$ cat src/rtl/uart_pkg.sv
// uart_pkg: shared state encodings and parameter helpers for the UART transmit path
package uart_pkg;
   typedef enum logic [1:0] {
      FWD  = 2'd0,
      HOLD = 2'd1,
      GAP  = 2'd2
   } tx_state_e;
   function automatic int calc_baud_div(input int clk_rate, input int baud);
      return clk_rate / baud;
   endfunction
   function automatic int beat_width(input int word_len);
      return word_len + 1;
   endfunction
endpackage

$ cat src/rtl/sync_fifo.sv
// sync_fifo: show-ahead synchronous FIFO; pointers carry one extra wrap bit to tell full from empty
module sync_fifo #(
   parameter int Width = 9,
   parameter int Depth = 16
) (
   input  logic                       clk,
   input  logic                       rst_n,
   input  logic                       wr_en,
   input  logic [Width-1:0]           wr_data,
   input  logic                       rd_en,
   output logic [Width-1:0]           rd_data,
   output logic                       full,
   output logic                       empty,
   output logic [$clog2(Depth+1)-1:0] count
);
   localparam int Aw = $clog2(Depth);
   localparam int Cw = $clog2(Depth+1);
   logic [Width-1:0] mem_q [Depth];
   logic [Aw:0]      wr_ptr_q, wr_ptr_d;
   logic [Aw:0]      rd_ptr_q, rd_ptr_d;
   logic [Aw:0]      used;
   logic             do_wr, do_rd;
   assign used     = wr_ptr_q - rd_ptr_q;
   assign empty    = wr_ptr_q == rd_ptr_q;
   assign full     = (wr_ptr_q ^ rd_ptr_q) == {1'b1, {Aw{1'b0}}};
   assign count    = Cw'(used);
   assign do_wr    = wr_en && !full;
   assign do_rd    = rd_en && !empty;
   assign wr_ptr_d = wr_ptr_q + {{Aw{1'b0}}, do_wr};
   assign rd_ptr_d = rd_ptr_q + {{Aw{1'b0}}, do_rd};
   assign rd_data  = mem_q[rd_ptr_q[Aw-1:0]];
   // Storage is cleared on reset so the head reads as zero until the first write.
   always_ff @(posedge clk or negedge rst_n) begin
      if (!rst_n) begin
         wr_ptr_q <= '0;
         rd_ptr_q <= '0;
         for (int i = 0; i < Depth; i++) mem_q[i] <= '0;
      end else begin
         wr_ptr_q <= wr_ptr_d;
         rd_ptr_q <= rd_ptr_d;
         if (do_wr) mem_q[wr_ptr_q[Aw-1:0]] <= wr_data;
      end
   end
endmodule

$ cat src/rtl/axis_uart_tx_fifo.sv
// axis_uart_tx_fifo: AXI-Stream slave that buffers bytes for the UART serializer
// and inserts an idle-line gap after every tlast frame.
module axis_uart_tx_fifo
   import uart_pkg::*;
#(
   parameter int clk_rate = 100000000,
   parameter int Baud     = 115200,
   parameter int Word_len = 8,
   parameter int Depth    = 16,
   parameter int Gap_bits = 2
) (
   input  logic                       clk,
   input  logic                       rst_n,
   input  logic [Word_len-1:0]        s_axis_tdata,
   input  logic                       s_axis_tvalid,
   input  logic                       s_axis_tlast,
   output logic                       s_axis_tready,
   output logic [Word_len-1:0]        tx_data,
   output logic                       tx_data_valid,
   output logic                       tx_data_last,
   input  logic                       tx_data_ready,
   output logic [$clog2(Depth+1)-1:0] fifo_count,
   output logic                       busy
);
   localparam int Baud_div   = calc_baud_div(clk_rate, Baud);
   localparam int Bw         = beat_width(Word_len);
   localparam int Gap_cycles = Gap_bits * Baud_div;
   localparam int Gw         = $clog2(Gap_cycles) + 1;
   localparam logic [Gw-1:0] Gap_last = Gw'((Gap_cycles > 0) ? Gap_cycles - 1 : 0);
   tx_state_e     state_q;
   logic [Gw-1:0] gap_cnt_q;
   logic [Bw-1:0] head;
   logic          full, empty, pop;
   sync_fifo #(
      .Width(Bw),
      .Depth(Depth)
   ) u_fifo (
      .clk    (clk),
      .rst_n  (rst_n),
      .wr_en  (s_axis_tvalid && s_axis_tready),
      .wr_data({s_axis_tlast, s_axis_tdata}),
      .rd_en  (pop),
      .rd_data(head),
      .full   (full),
      .empty  (empty),
      .count  (fifo_count)
   );
   assign s_axis_tready             = rst_n && !full;
   assign {tx_data_last, tx_data}   = head;
   assign tx_data_valid             = !empty && state_q == FWD;
   assign pop                       = tx_data_valid && tx_data_ready;
   assign busy                      = !empty || state_q != FWD;
   // HOLD waits out the serializer's frame; its ready re-rising marks the stop bit.
   always_ff @(posedge clk or negedge rst_n) begin
      if (!rst_n) begin
         state_q   <= FWD;
         gap_cnt_q <= '0;
      end else begin
         case (state_q)
            FWD:  if (pop && tx_data_last) state_q <= HOLD;
            HOLD: if (tx_data_ready) begin
               state_q   <= (Gap_bits == 0) ? FWD : GAP;
               gap_cnt_q <= '0;
            end
            GAP: begin
               gap_cnt_q <= gap_cnt_q + Gw'(1);
               if (gap_cnt_q == Gap_last) state_q <= FWD;
            end
            default: state_q <= FWD;
         endcase
      end
   end
endmodule

$ cat config.mk
export PLATFORM = sky130hd
export DESIGN_NAME = axis_uart_tx_fifo
export DESIGN_NICKNAME = d
export VERILOG_FILES = /design/src/rtl/uart_pkg.sv /design/src/rtl/sync_fifo.sv /design/src/rtl/axis_uart_tx_fifo.sv
export SDC_FILE = /design/constraint.sdc
export NUM_CORES = 1
export LEC_CHECK = 0
export BUFFER_PORTS_ARGS = -buffer_cell sky130_fd_sc_hd__buf_2
export CORE_MARGIN = 1.5
export CORE_UTILIZATION = 67
export DETAILED_ROUTE_END_ITERATION = 16
export PLACE_DENSITY_LB_ADDON = 0.05
export SYNTH_ARGS = -nofsm -noshare
export SYNTH_HDL_FRONTEND = slang
export SYNTH_SLANG_ARGS = --single-unit
$ cat constraint.sdc
create_clock -name clk -period 5.1 [get_ports clk]
set_clock_uncertainty 0.15 [all_clocks]
set_input_delay 0 -clock clk [delete_from_list [all_inputs] [get_ports clk]]
set_output_delay 0 -clock clk [all_outputs]
set_load 0.01 [all_outputs]
==> After elaboration in Yosys (flattened, before gate mapping) <==
Index checks and enable logic that the tools add are counted.
{ "op_classes": {"n_addsub": 4, "n_lt_le_gt_ge": 3, "n_eq_ne": 8, "n_mux": 12, "n_bitwise": 3, "reduce_logical": 16} }
{ "ops": {"columns": ["op", "n"], "rows": [
  ["$bwmux 144", 1],
  ["$bmux 9 s4", 1],
  ["$demux 9 s4", 1],
  ["$mux 9", 3],
  ["$pmux 12 s2", 1],
  ["$add 12x1->12 const B", 1],
  ["$eq 12x11->1 const B", 1],
  ["$mux 12", 1],
  ["$add 5x1->5", 2],
  ["$ge 5x5->1 const B", 2],
  ["$not 4->5", 2],
  ["$logic_and 1x1->1", 8],
  ["$mux 2", 3],
  ["$pmux 2 s3", 1],
  ["$eq 5x5->1", 1],
  ["$eq 5x5->1 const B", 1],
  ["$lt 5x1->1 const B", 1],
  ["$sub 5x5->5", 1],
  ["$xor 5x5->5", 1],
  ["$ne 2x2->1 const B", 2],
  ["$reduce_bool 2->1", 2],
  ["$reduce_and 3->1", 1],
  ["$eq 2x1->1 const B", 1],
  ["$eq 2x2->1 const B", 1],
  ["5 further kinds", 6]
]} }
{ "word_totals": {"regBits": 168, "input_bits": 13, "output_inout_bits": 17, "word_cells": 66} }

==> Longest topological paths before layout <==
{ "logic_depth": {"word_depth": 7, "mapped_depth": 12, "depth_no_buf": 9} }

==> Hierarchy <==
From an unflattened synthesis, not the netlist that was laid out.
{ "unflattened": {"hier_cells": 536, "hier_area_um2": 7910.1} }
{ "by_module_without_submodules": {"columns": ["module", "instances", "cells_per_inst", "area_per_inst_um2", "seq_area_each_um2"], "rows": [
  ["sync_fifo", 1, 455, 7116.8, 3853.7],
  ["axis_uart_tx_fifo", 1, 81, 793.3, 350.3]
]} }

==> Worst setup path before layout <==
OpenSTA, ideal clock, no wires.
{ "synth_timing": {"path_type": "register to register", "start": "reg u_fifo.rd_ptr_q[1]", "end": "reg u_fifo.mem_q[63] (netlist bit)", "t_arrival_ps": 2975, "t_required_ps": 4825, "setup_slack_ps": 1850, "stages_incl_launch_ff": 10, "path_buffers": 3, "synth_period_minus_slack_ps": 3250, "path_cell_list": "dfrtp_1 > buf_1 > clkbuf_1 > inv_1 > ha_1 > and4_4 > buf_6 > a2111oi_4 > nand2_4 > mux2_4"} }
{ "synth_via": {"elab_chain_len": 6} }
{ "synth_rtl": {"columns": ["item", "line", "source"], "rows": [
  ["from (decl)", "sync_fifo.sv:20", "logic [Aw:0] rd_ptr_q, rd_ptr_d;"],
  ["from (signal assigned)", "sync_fifo.sv:40", "rd_ptr_q <= rd_ptr_d;"],
  ["$xor 5x5->5 *", "sync_fifo.sv:25", "assign full = (wr_ptr_q ^ rd_ptr_q) == {1'b1, {Aw{1'b0}}};"],
  ["$eq 5x5->1 *", "sync_fifo.sv:25", null],
  ["$logic_not 1->1 *", "sync_fifo.sv:27, axis_uart_tx_fifo.sv:48", null],
  ["$logic_and 1x1->1", "axis_uart_tx_fifo.sv:48", "assign s_axis_tready = rst_n && !full;"],
  ["$logic_and 1x1->1", "axis_uart_tx_fifo.sv:40", ".wr_en (s_axis_tvalid && s_axis_tready),"],
  ["$logic_and 1x1->1 *", "sync_fifo.sv:27", "assign do_wr = wr_en && !full;"],
  ["to (signal, indexed assignment)", "sync_fifo.sv:41", "if (do_wr) mem_q[wr_ptr_q[Aw-1:0]] <= wr_data;"],
  ["to (decl)", "sync_fifo.sv:18", "logic [Width-1:0] mem_q [Depth];"]
]} }
Every way passes the cells marked *; elsewhere a longest branch is shown, timed or not.
A chain may end at the register's enable or synchronous reset.

==> Worst setup path in the final report <==
{ "layout_timing": {"start": "reg u_fifo.rd_ptr_q[2]", "end": "reg u_fifo.mem_q[109] (netlist bit)"} }
Same word-level chain as after synthesis.

==> qor.csv <==
stage,metric,value,unit
status,outcome,"complete, no violations",
yosys,Ys Warns,0,
route,total via count after detailed routing,4634,
global_routing,gr usage total,29.4,%
floorplanning,number of placement rows,39,
yosys,cell with the most instances after synthesis,dfrtp_1,
global_routing,number of global-route vias before repair,5054,
yosys,fraction of registers with async set/reset,100,%
yosys,synthesized cell area,0.00793,mm^2
sta,top achievable clock speed,290,MHz
critical_path,CP Data Arrival Time,3.61,ns
cells_and_area,Nets,582,
sta,minimum setup slack in the final design,1.65,ns
critical_path,count of cell instances traversed by the critical path,6,
sta,unrepaired setup endpoints after global routing,no,
pwr,cell leakage power,4.04,nW
clock_network,clock buffer count from CTS,17,
yosys,number of register bits inferred by synthesis,168,
route,vias per cell,6.49,
floorplanning,Chip Width,112,um
cells_and_area,area grow syn2layout,11.6,%
placed_design,placement-stage worst setup slack,1.80,ns
route,"antenna viol nets, final",0,
clock_network,clock net sink count,168,
cells_and_area,fillcell total,664,
sta,worst max-slew margin expressed relative to the limit,31.9,%
clock_network,clock insertion delay at the later pin of the skew report,0.43,ns
sta,final setup TNS,0,ns
pwr,net switching power,1.27,mW
pwr,Clock Power Share,26.3,%
critical_path,R2R depth,6,
route,met3 wirelength from detailed routing,649,um
route,number of DRC violations after detailed-routing iteration 0,340,
pwr,internal power,3.32,mW
yosys,top_reg_cell synth,dfrtp_1,
global_routing,global route total overflow,0,
critical_path,sequence of cells on the critical path,"inv_1, ha_1, and4_4, a211oi_1, nand2_1, mux2_2",
sta,count of final hold-check violations,0,
route,total routed wire length on the met1 layer,7410,um
yosys,fraction of synthesized cell area taken by the top area cell type,53.0,%
pwr,switching share of power,27.7,%
critical_path,endpoint kind of the worst setup timing path,register,
sta,number of setup violations in the final report,0,
global_routing,first-pass GRT wire length,27400,um
critical_path,Crit Path Max Fanout,14,
pwr,largest vdd supply drop,400,uV
sta,share of the clock period used by the worst path,67.6,%
pwr,power share of the sequential group,47.1,%
cells_and_area,Diodes inserted,0,
clock_network,H-Tree Level Count,4,
yosys,mean post-synth cell area,15.2,um^2
sta,Slew @ Worst Pin,1.02,ns
global_routing,antenna violations before repair,0,
job,Max Cap Viol,0,
route,top layer reached by signal wires,met4,
pwr,power density over cell area,519,mW/mm^2
route,detail-routed net length per standard cell,23.3,um
sta,count of pins over their slew limit,0,
clock_network,clock input transition at the sequential cells of the worst setup and hold paths,0.06,ns
critical_path,endpoint required time on the critical path,5.26,ns
route,Pre-antenna DRT Iters,4,
floorplanning,die outline area,0.0125,mm^2
critical_path,CP Class,reg -> reg,
route,length of routed met2 wiring,8160,um
clock_network,CTS Root Buffer Type,clkbuf_16,
placed_design,Port Buffers,29,
pwr,overall power consumption,4.59,mW
yosys,leading post-synthesis cells by cell area,"dfrtp_1 (53%), mux2_2 (18%), mux4_2 (12%)",
placed_design,weighted congestion at the end of routability-driven global placement,0.795,
floorplanning,initial standard-cell utilization of the core,69.1,%
floorplanning,overall die height,112,um
critical_path,cell family contributing the most delay on the critical path,flip-flops,
route,number of remaining DRC errors,0,
critical_path,startpoint type of the worst setup path,register,
clock_network,maximum clock insertion buffer count,2,
clock_network,clock tree from TritonCTS,done,
cells_and_area,ratio of cells with drive above 1 in the final layout,44.7,%
yosys,share of the yosys chip area belonging to registers,53.0,%
yosys,Unique masters post-synth,47,
critical_path,worst reg-to-reg setup slack,1.65,ns
route,total routed wirelength,16600,um
sta,final critical-path required period,3.45,ns
yosys,cell type with the largest total area after synthesis,dfrtp_1,
placed_design,Post-DP HPWL,10200,um
yosys,Synthesized Nets,545,
floorplanning,core area,0.0115,mm^2
yosys,top post-synthesis cells by count,"dfrtp_1 (168), mux2_2 (129), mux4_2 (43)",
global_routing,maximum number of pins on one net before global-route repair,94,
critical_path,buffers plus inverters on the worst setup path,1,
pwr,combinational share of power,26.6,%
critical_path,peak per-stage delay on the critical path,0.82,ns
floorplanning,I/O pins,30,
yosys,number of flops mapped to enable cells by yosys,0,
min_path,classification of the worst-slack hold path,in -> async,
critical_path,standard cell with the maximum stage delay on the critical path,dfrtp_1,
yosys,Syn Inst Count,522,
-- sequential cells by signal, summed over array words and instances, names as in the netlist --
signal	cells
u_fifo.rd_ptr_q	5
u_fifo.wr_ptr_q	5
gap_cnt_q	12
state_q	2
u_fifo.mem_q	144
-- final timing paths --
check,end,start
setup / recovery,u_fifo.mem_q[109]$_DFFE_PN0P_,u_fifo.rd_ptr_q[2]$_DFF_PN0_
hold / removal,u_fifo.mem_q[110]$_DFFE_PN0P_,rst_n
setup reg to reg,u_fifo.mem_q[109]$_DFFE_PN0P_,u_fifo.rd_ptr_q[2]$_DFF_PN0_
hold reg to reg,u_fifo.mem_q[27]$_DFFE_PN0P_,u_fifo.mem_q[27]$_DFFE_PN0P_
max in group asynchronous,u_fifo.rd_ptr_q[1]$_DFF_PN0_,rst_n
min in group clk,state_q[0]$_DFFE_PN0P_,tx_data_ready
-- repair_timing --
action	in CTS	in global routing
endpoints found under the hold margin	239	0
hold buffers	12	0
resized for setup	0	0
setup buffers	0	0
-- worst register-to-register path: cells and delay by family (launching register included) --
family | cells | cell delay (ns)
compound gates | 1 | 0.53
fa+ha+maj | 1 | 0.40
mux | 1 | 0.44
simple gates | 2 | 0.79
flops | 1 | 0.82
buf+inv | 1 | 0.19
-- metrics by stage --
stage / area, um^2 / std cells / utilization (%) / hold slack, ns
final: 8840 / 714 / 77.1 / 0.0344
after global routing: 8840 / 714 / 77.1 / 0.127
after CTS: 8840 / 714 / 77.1 / 0.102
after detailed placement: 8170 / 671 / 71.3 / -0.0172
after global placement: 8170 / 671 / 71.3 / -0.0355
after floorplan: 7930 / 522 / - / -0.446
-- placed cells by master (no fill, tap or decap), types with 3 or more instances in the layout --
cell	count
a21o_1	3
a21oi_1	6
a22o_1	4
and2_1	5
buf_2	28
buf_4	3
clkbuf_1	5
clkbuf_16	17
clkbuf_8	3
dfrtp_1	166
dlygate4sd3_1	12
ha_1	9
inv_1	8
mux2_1	7
mux2_2	129
mux2_4	9
mux4_2	43
nand2_1	21
nand2_4	8
nand3_1	7
nand4_1	3
nor2_1	9
nor2b_1	4
o21ai_0	15
xnor2_1	6
xor2_1	3
-- final cells by class --
type                       instances  area, um^2  share of cell area, %
clock buffer                      25         485                   5.49
clock inverter                     6        65.1                  0.736
inverter                           9        33.8                  0.382
multi-input combinational        319        3580                   40.5
sequential                       168        4210                   47.6
tap                              143         179                   2.02
timing repair buffer              44         294                   3.32
-- cell families after synthesis --
family	share of synthesized area (%)
mux	33.5
flops	53.0
simple gates	4.88
compound gates	3.91
buf+inv	1.81
xor+xnor	1.20
fa+ha+maj	1.67
-- power groups by stage --
stage	sequential, mW	clock, mW	combinational, mW
3_3_place_gp	2.12	0	1.17
4_1_cts	2.15	1.22	1.23
3_5_place_dp	2.16	0	1.22
6_report	2.16	1.21	1.22
5_1_grt	2.22	1.28	1.32
2_1_floorplan	2.05	0	0.975
-- layer usage --
layer  up-vias  global-route usage, %
met2       114                   46.6
met1      2460                   40.4
met4         0                   11.5
li1       2031                      -
met3        29                   6.53
met5         -                      0
Power figures use the tool's default switching activity.
